File: config.mk
export PLATFORM = sky130hd
export DESIGN_NAME = kmeans_centroid_update_k2n2
export DESIGN_NICKNAME = d
export VERILOG_FILES = /design/src/rtl/kmeans_centroid_update_k2n2.sv
export SDC_FILE = /design/constraint.sdc
export NUM_CORES = 1
export LEC_CHECK = 0
export CORE_MARGIN = 4
export CORE_UTILIZATION = 45
export DETAILED_ROUTE_END_ITERATION = 10
export PLACE_DENSITY = 0.69
export SYNTH_ARGS = -nofsm -noshare
export SYNTH_HDL_FRONTEND = slang
export SYNTH_SLANG_ARGS = --single-unit
File: constraint.sdc
create_clock -name clk -period 11.91 [get_ports clk]
set_input_delay 2.382 -clock clk [delete_from_list [all_inputs] [get_ports clk]]
set_output_delay 2.382 -clock clk [all_outputs]
set_load 0.05 [all_outputs]
File: src/rtl/kmeans_centroid_update_k2n2.sv
// Two-centroid, two-dimension k-means update: reads each centroid's accumulated sums and count,
// divides them with a pair of bit-serial restoring dividers and reports whether the centroids moved.
module kmeans_centroid_update_k2n2 #(
  parameter int input_data_width         = 8,
  parameter int input_data_qty_bit_width = 8,
  parameter int acc_width                = 16
) (
  input  logic                                clk,
  input  logic                                rst,
  input  logic                                start,
  input  logic [input_data_width-1:0]         k0d0,
  input  logic [input_data_width-1:0]         k0d1,
  input  logic [input_data_width-1:0]         k1d0,
  input  logic [input_data_width-1:0]         k1d1,
  output logic                                rd_acc_en,
  output logic                                rd_acc_centroid,
  input  logic [acc_width-1:0]                acc0_in,
  input  logic [acc_width-1:0]                acc1_in,
  input  logic [input_data_qty_bit_width-1:0] acc_counter_in,
  output logic [input_data_width-1:0]         new_k0d0,
  output logic [input_data_width-1:0]         new_k0d1,
  output logic [input_data_width-1:0]         new_k1d0,
  output logic [input_data_width-1:0]         new_k1d1,
  output logic                                busy,
  output logic                                done,
  output logic                                converged
);

  localparam int iw    = input_data_width;
  localparam int qw    = input_data_qty_bit_width;
  localparam int aw    = acc_width;
  localparam int cnt_w = $clog2(aw + 1);
  localparam logic [aw-1:0] max_q = {{(aw - iw){1'b0}}, {iw{1'b1}}};

  typedef enum logic [2:0] {
    IDLE  = 3'd0,
    READ  = 3'd1,
    DIV   = 3'd2,
    STORE = 3'd3,
    DONE  = 3'd4
  } state_t;

  state_t            state_r;
  logic              c_r;
  logic [iw-1:0]     sh_k0d0_r, sh_k0d1_r, sh_k1d0_r, sh_k1d1_r;
  logic [aw-1:0]     q0_r, q1_r;
  logic [qw-1:0]     rem0_r, rem1_r;
  logic [qw-1:0]     den_r;
  logic [cnt_w-1:0]  bit_cnt_r;
  logic [qw:0]       trial0_s, trial1_s;
  logic              ge0_s, ge1_s;
  logic [iw-1:0]     wr_d0_s, wr_d1_s;
  logic              conv_s;

  function automatic logic [iw-1:0] sat_q(input logic [aw-1:0] q);
    logic [iw-1:0] r;
    if (q > max_q) begin
      r = {iw{1'b1}};
    end else begin
      r = q[iw-1:0];
    end
    return r;
  endfunction

  // One restoring-division step: the dividend shifts out of q_r MSB first while quotient bits shift in.
  always_comb begin
    trial0_s = {rem0_r, q0_r[aw-1]};
    trial1_s = {rem1_r, q1_r[aw-1]};
    ge0_s    = (trial0_s >= {1'b0, den_r});
    ge1_s    = (trial1_s >= {1'b0, den_r});
  end

  // Values written in STORE; an empty cluster keeps its old position.
  always_comb begin
    wr_d0_s = {iw{1'b0}};
    wr_d1_s = {iw{1'b0}};
    if (den_r == {qw{1'b0}}) begin
      wr_d0_s = c_r ? sh_k1d0_r : sh_k0d0_r;
      wr_d1_s = c_r ? sh_k1d1_r : sh_k0d1_r;
    end else begin
      wr_d0_s = sat_q(q0_r);
      wr_d1_s = sat_q(q1_r);
    end
    conv_s = (new_k0d0 == sh_k0d0_r) && (new_k0d1 == sh_k0d1_r) &&
             (wr_d0_s == sh_k1d0_r) && (wr_d1_s == sh_k1d1_r);
  end

  // Control FSM, dividers, shadow registers and all registered outputs.
  always_ff @(posedge clk or posedge rst) begin
    if (rst) begin
      state_r         <= IDLE;
      c_r             <= 1'b0;
      sh_k0d0_r       <= {iw{1'b0}};
      sh_k0d1_r       <= {iw{1'b0}};
      sh_k1d0_r       <= {iw{1'b0}};
      sh_k1d1_r       <= {iw{1'b0}};
      q0_r            <= {aw{1'b0}};
      q1_r            <= {aw{1'b0}};
      rem0_r          <= {qw{1'b0}};
      rem1_r          <= {qw{1'b0}};
      den_r           <= {qw{1'b0}};
      bit_cnt_r       <= {cnt_w{1'b0}};
      rd_acc_en       <= 1'b0;
      rd_acc_centroid <= 1'b0;
      new_k0d0        <= {iw{1'b0}};
      new_k0d1        <= {iw{1'b0}};
      new_k1d0        <= {iw{1'b0}};
      new_k1d1        <= {iw{1'b0}};
      busy            <= 1'b0;
      done            <= 1'b0;
      converged       <= 1'b0;
    end else begin
      case (state_r)
        IDLE: begin
          done <= 1'b0;
          if (start) begin
            sh_k0d0_r       <= k0d0;
            sh_k0d1_r       <= k0d1;
            sh_k1d0_r       <= k1d0;
            sh_k1d1_r       <= k1d1;
            c_r             <= 1'b0;
            converged       <= 1'b0;
            busy            <= 1'b1;
            rd_acc_en       <= 1'b1;
            rd_acc_centroid <= 1'b0;
            state_r         <= READ;
          end else begin
            busy      <= 1'b0;
            rd_acc_en <= 1'b0;
          end
        end
        READ: begin
          rd_acc_en <= 1'b0;
          q0_r      <= acc0_in;
          q1_r      <= acc1_in;
          den_r     <= acc_counter_in;
          rem0_r    <= {qw{1'b0}};
          rem1_r    <= {qw{1'b0}};
          bit_cnt_r <= {cnt_w{1'b0}};
          state_r   <= DIV;
        end
        DIV: begin
          rem0_r    <= ge0_s ? qw'(trial0_s - {1'b0, den_r}) : qw'(trial0_s);
          rem1_r    <= ge1_s ? qw'(trial1_s - {1'b0, den_r}) : qw'(trial1_s);
          q0_r      <= {q0_r[aw-2:0], ge0_s};
          q1_r      <= {q1_r[aw-2:0], ge1_s};
          bit_cnt_r <= bit_cnt_r + cnt_w'(1);
          if (bit_cnt_r == cnt_w'(aw - 1)) begin
            state_r <= STORE;
          end
        end
        STORE: begin
          if (!c_r) begin
            new_k0d0        <= wr_d0_s;
            new_k0d1        <= wr_d1_s;
            c_r             <= 1'b1;
            rd_acc_en       <= 1'b1;
            rd_acc_centroid <= 1'b1;
            state_r         <= READ;
          end else begin
            new_k1d0  <= wr_d0_s;
            new_k1d1  <= wr_d1_s;
            done      <= 1'b1;
            converged <= conv_s;
            state_r   <= DONE;
          end
        end
        DONE: begin
          done    <= 1'b0;
          busy    <= 1'b0;
          state_r <= IDLE;
        end
        default: begin
          rd_acc_en <= 1'b0;
          busy      <= 1'b0;
          done      <= 1'b0;
          state_r   <= IDLE;
        end
      endcase
    end
  end

endmodule

## Yosys cells after proc, flatten, opt, wreduce, memory -nomap -nowiden

Index checks and enable logic that the tools add are counted.

| operators by class | value |
|---|---|
| add/sub/neg operators | 3 |
| $mul | 0 |
| div/mod/pow operators | 0 |
| $lt $le $gt $ge | 4 |
| equality and inequality tests | 13 |
| shift-type cells | 0 |
| mux-type cells | 28 |
| bitwise logic cells | 3 |
| reduce and logical (&&, ||, !) cells | 19 |

Operator list:

| cell | count |
|---|---|
| $mux W8 | 8 |
| $pmux W16 S2 | 2 |
| $eq A8 B8 Y1 | 4 |
| $gt A16 B8 Y1 const B | 2 |
| $pmux W8 S2 | 2 |
| $ge A9 B8 Y1 | 2 |
| $sub A8 B8 Y8 | 2 |
| $reduce_and A2 Y1 | 7 |
| $pmux W3 S4 | 1 |
| $pmux W1 S2 | 5 |
| $pmux W5 S2 | 1 |
| $mux W3 | 3 |
| $logic_not A8 Y1 | 1 |
| $ne A2 B2 Y1 const B | 4 |
| $eq A3 B2 Y1 const B | 2 |
| $reduce_and A3 Y1 | 2 |
| $add A5 B1 Y5 const B | 1 |
| $eq A5 B4 Y1 const B | 1 |
| $mux W1 | 5 |
| $reduce_bool A2 Y1 | 2 |
| $reduce_or A2 Y1 | 2 |
| $eq A3 B1 Y1 const B | 1 |
| $eq A3 B3 Y1 const B | 1 |
| $logic_and A1 B1 Y1 | 3 |
| 4 further kinds | 6 |

| word-level totals | value |
|---|---|
| register bits | 134 |
| latch bits | 0 |
| memory bits (writable) | 0 |
| bits in read-only memories | 0 |
| output and inout bits | 37 |
| logic and storage cells | 91 |
| memories kept | 0 |

## Longest topological paths before layout

Gate-level depths: netlist (run 1).

| logic depth | value |
|---|---|
| word-level depth | 8 |
| mapped depth | 10 |
| gate-level depth less buffers | 10 |

## Worst setup path after synthesis (run 1)

OpenSTA, ideal clock, no wires.

| path | value |
|---|---|
| path kind | in2reg |
| start point | input port start |
| end point | register converged |
| library setup time | 66 ps |
| arrival time | 3616 ps |
| data required time | 11844 ps |
| setup slack | 8228 ps |
| cell stages on the path | 7 |
| path buffers | 0 |
| path through | nor4b_2 > nor2_1 > nor4_1 > o21ai_0 > a2111oi_0 > and4_1 > a31o_1 |

| on the way | value |
|---|---|
| longest elaborated chain between the ends | 2 |

Ends and longest elaborated chain:

| item | RTL line | source |
|---|---|---|
| start, declared | 10 | `input logic start,` |
| $ne A2 B2 Y1 (no line) | n/a |  |
| $reduce_and A3 Y1 (no line) | n/a |  |
| end signal, assigned | 164 | `converged <= conv_s;` |
| end, declared | 26 | `output logic converged` |

No other way between the ends.
A chain may end at the register's enable or synchronous reset.

## Worst setup path in the final report (run 1)

Ends and elaborated chain as after synthesis.

==> run metrics, run 1 <==
number of CTS-inserted buffers=17; hold slack=486 ps; number of global-route vias before repair=5686; Worst Hold Class=flop to flop; Die Span Y=131 µm; Clock Sinks=134; H-tree depth=4; relative slew slack=0.258; status=finished clean; Worst-Skew Late Latency=420 ps; setup TNS=0 ps; largest net degree at the start of global routing=86; DR iter-0 viols=509; synth cell count leaders=nand2_1, dfrtp_1, o21ai_0; drt drc=0; area occupied by multi-input gates=3200 µm²; hold buffers post-CTS=0; Pwr per Cell Area=324 nW/µm²; Die W=131 µm; vias per inst=5.66; Final Critical Period=4480 ps; CP Data Arrival Time=4840 ps; Post-Syn Nets=813; synthesized flop and latch total=134; count leader, synth=nand2_1; maximum vdd drop=127 µV; syn avg cell area=9.48 µm²; Yosys top cell by area=dfrtp_1; Setup Skew=8.49 ps; vias after detailed routing=5743; type of origin of the critical path=input pin; Core Region=14700 µm²; total leakage power=0.00390 µW; drt wl/cell=18.5 µm; required time of the worst setup path=12270 ps; Seq/Total Area, Yosys=0.492; Total GRT Usage=0.227; FF/Latch Area=3350 µm²; post-CTS setup buffer count=0; Rows=44; synth top area cells=dfrtp_1, nand2_1, o21ai_0; unrepaired setup endpoints after global routing=no; Root Driver=clkbuf_16; grt total ovfl=0; area share of the largest cell type after synthesis=0.492; final setup violating endpoints=0; port bufs=111; fmax=223 MHz; DP HPWL=13600 µm; share of cells above drive strength 1=0.0939; # diodes=0; first-pass GRT wire length=30100 µm; drt pass-1 iters=6; Area growth syn-to-layout=26.8%; synthesized cell area=6810 µm²; Cells after Synth=718; final WL=18800 µm; CTS tree=yes; Die Area=17200 µm²; EDFF count, synth=0; CP Capture Type=flop; yosys warns=0; top flop regs=q0_r (16), q1_r (16); Ports=112; Initial Util=0.463; # fillers=1269; Post-CTS Resized=0; Main synth FF type=dfrtp_1; nets@finish=913; Tcrit/Tclk final=0.376; GPL Wtd Cong=0.929; CP Max Fanout=49; Max Cap Viol=0; FFs w/ async S/R, synth=1.00; CTS max path bufs=2; initial antenna violation count=0; critical path class=input pin to flop; actual slew at the worst max-slew pin=1110 ps; Yosys cell types=54; final hold vios=0; Final Max Tran Viols=0; antenna viol nets, final=0; Reg clk slew, reported paths=60 ps
[cell type report]
type,count,area share
flip-flops and latches,134,0.389
multi-input cells,514,0.370
repair buffers,116,0.133
clock buffers,19,0.0513
well taps,184,0.0267
inverters,35,0.0155
clock inverters,13,0.0145
[logic make-up after synthesis]
family / count (synthesis) / share of synthesized area
simple gates: 228 / 0.146
compound gates: 207 / 0.196
flops: 134 / 0.492
buf+inv: 70 / 0.0408
mux: 34 / 0.0540
xor+xnor: 25 / 0.0322
fa+ha+maj: 20 / 0.0390
[worst max-delay path: stages]
cell and delay (ps):
clkdlybuf4s50_1 510, nor4b_4 210, buf_4 490, nor2_1 80, nor4_1 330, o21ai_0 120
a2111oi_0 310, and4_1 240, a31o_1 150
[layer usage]
metal | GRT usage | vias up | part of all wire
li1 | - | 2734 | -
met1 | 0.343 | 2790 | 0.48
met2 | 0.324 | 197 | 0.44
met3 | 0.0459 | 22 | 0.065
met4 | 0.0780 | 0 | 0.015
met5 | 0 | - | 0
[path summary, 6_finish.rpt]
path                           endpoint  cells past startpoint      start  slack (ps)
max                           converged                      9      start        7430
min                           rd_acc_en                      1  rd_acc_en         490
max reg2reg                 new_k0d0[0]                      3        c_r        9000
min reg2reg                   rd_acc_en                      1  rd_acc_en         490
max in group asynchronous  sh_k1d1_r[7]                      3        rst        7990
min in group asynchronous   new_k0d0[0]                      2        rst        2410
[stage by stage]
stage           util  total power, µW  area (µm²)  instances  setup slack [ps]
2_1_floorplan      -             1870        6810        718              5950
3_3_place_gp   0.549             2240        8060        983              7170
3_5_place_dp   0.549             2290        8060        983              7050
4_1_cts        0.587             2810        8630       1015              7490
5_1_grt        0.587             3010        8630       1015              7230
6_report       0.587             2800        8630       1015              7430
[placed cells by master, fill, tap and decap left out, types with 20 or more instances in the layout]
cell type	synthesis	routed
clkdlybuf4s50_1	0	111
mux2_2	22	22
nand2_1	136	136
a21oi_1	24	24
dfrtp_1	134	134
nor2_1	38	37
o21ai_0	80	80
xnor2_1	20	20
inv_1	35	34
a22oi_1	33	33
o22ai_1	26	26
[where the power goes]
part | switching, µW | internal, µW
registers | 237 | 671
clock network | 205 | 295
logic | 830 | 561
total | 1270 | 1530
Note: power is estimated with default switching activity, not from simulation.
==> run 2, diff against run 1 <==
==> constraint.sdc (replaced) <==
create_clock -name clk -period 4.55 [get_ports clk]
set_input_delay 0.91 -clock clk [delete_from_list [all_inputs] [get_ports clk]]
set_output_delay 0.91 -clock clk [all_outputs]
set_load 0.05 [all_outputs]
==> run metrics, run 2 (synthesis gave the netlist of run 1 again) <==
Core Region=14700 µm²; CP Max Fanout=33; Reg clk slew, reported paths=60 ps; nets@finish=916; final setup margin=1820 ps; grt total ovfl=0; Initial Util=0.463; Die Area=17200 µm²; DR iter-0 viols=518; first-pass GRT wire length=30400 µm; commonest non-fill, non-tap cell in the layout=nand2_1; drt wl/cell=18.6 µm; initial antenna violation count=0; Area growth syn-to-layout=27.7%; critical path class=flop to flop; total leakage power=0.00393 µW; Switching Share=0.447; most frequent cells in the layout=nand2_1, dfrtp_1, clkdlybuf4s50_1; clock share of power=0.189; CP top delay family=flip-flops; top flop regs=q0_r (16), q1_r (16); Root Driver=clkbuf_16; port bufs=111; Ports=112; Die Span Y=131 µm; Clock Sinks=134; Seq pwr share=0.320; final hold vios=0; hold buffers post-CTS=0; CP Data Arrival Time=2980 ps; Die W=131 µm; status=finished clean; vias after detailed routing=5945; Placement Setup Slack=1630 ps; hold slack=483 ps; drt drc=0; final WL=18900 µm; type of origin of the critical path=flop; drt pass-1 iters=7; Max Cap Viol=0; number of CTS-inserted buffers=17; antenna viol nets, final=0; Setup Skew=8.08 ps; Pwr per Cell Area=858 nW/µm²; Cell Chain, Critical Path=inv_1, nand3_1, o21ai_0; relative slew slack=0.309; H-tree depth=4; CTS tree=yes; Post-CTS Resized=0; final setup violating endpoints=0; Final Critical Period=2730 ps; Final Max Tran Viols=0; largest net degree at the start of global routing=69; required time of the worst setup path=4800 ps; fmax=366 MHz; CTS max path bufs=2; setup TNS=0 ps; switching pwr=3340 µW; actual slew at the worst max-slew pin=1030 ps; vias per inst=5.85; CP max-delay cell=dfrtp_1; DP HPWL=13900 µm; slowest stage delay, CP=1000 ps; unrepaired setup endpoints after global routing=no; # fillers=1243; Worst Hold Class=flop to flop; Combinational Power Share=0.492; post-CTS setup buffer count=0; Total GRT Usage=0.230; Rows=44; Worst Path Buf+Inv=1; CP Capture Type=flop; Int Pwr=4120 µW; maximum vdd drop=440 µV; Worst-Skew Late Latency=420 ps; number of global-route vias before repair=5854; # diodes=0; share of cells above drive strength 1=0.0948; GPL Wtd Cong=0.915; Tcrit/Tclk final=0.600
run 2: path summary, 6_finish.rpt:
kind | start | to | slack [ps] | cells after the start
min in group asynchronous | rst | rem0_r[5] | 1020 | 2
hold / removal | new_k1d1[5] | new_k1d1[5] | 480 | 2
setup reg to reg | c_r | new_k0d0[4] | 1820 | 3
setup / recovery | c_r | new_k0d0[4] | 1820 | 3
max in group asynchronous | rst | den_r[2] | 2620 | 3
hold reg to reg | new_k1d1[5] | new_k1d1[5] | 480 | 2
run 2: power groups by stage:
stage	Combinational, µW	Sequential, µW	Clock [µW]
final	3670	2380	1410
after global routing	4050	2450	1490
after CTS	3660	2370	1430
after detailed placement	3630	2380	0
after global placement	3520	2350	0
after floorplan	2220	2680	0
run 2: per-stage QoR:
step	area [µm²]	power (µW)	utilization	std cells
floorplan	6810	4910	-	718
global placement	8090	5870	0.550	986
detailed placement	8090	6020	0.550	986
CTS	8690	7460	0.591	1017
global route	8690	7980	0.591	1017
finish	8690	7460	0.591	1017
run 2: layout make-up:
type,count,area [µm²],share of cell area
Clock buffer,21,460,0.0530
Clock inverter,10,146,0.0168
Inverter,35,134,0.0154
Multi-Input combinational cell,514,3200,0.368
Sequential cell,134,3350,0.386
Tap cell,184,230,0.0265
Timing Repair Buffer,119,1170,0.135
run 2: per-layer routing:
| layer | GRT usage | vias to the layer above | share of wire | routed length (µm) |
|---|---|---|---|---|
| li1 | - | 2743 | - | - |
| met4 | 0.0629 | 0 | 0.017 | 330 |
| met5 | 0 | - | 0 | 0 |
| met1 | 0.333 | 2898 | 0.45 | 8560 |
| met3 | 0.0606 | 40 | 0.086 | 1630 |
| met2 | 0.341 | 264 | 0.44 | 8390 |
run 2: tightest hold or removal path, stage by stage, from the launching register on:
cell     delay [ps]
dfrtp_1         340
nand2_1          50
o21ai_0          60
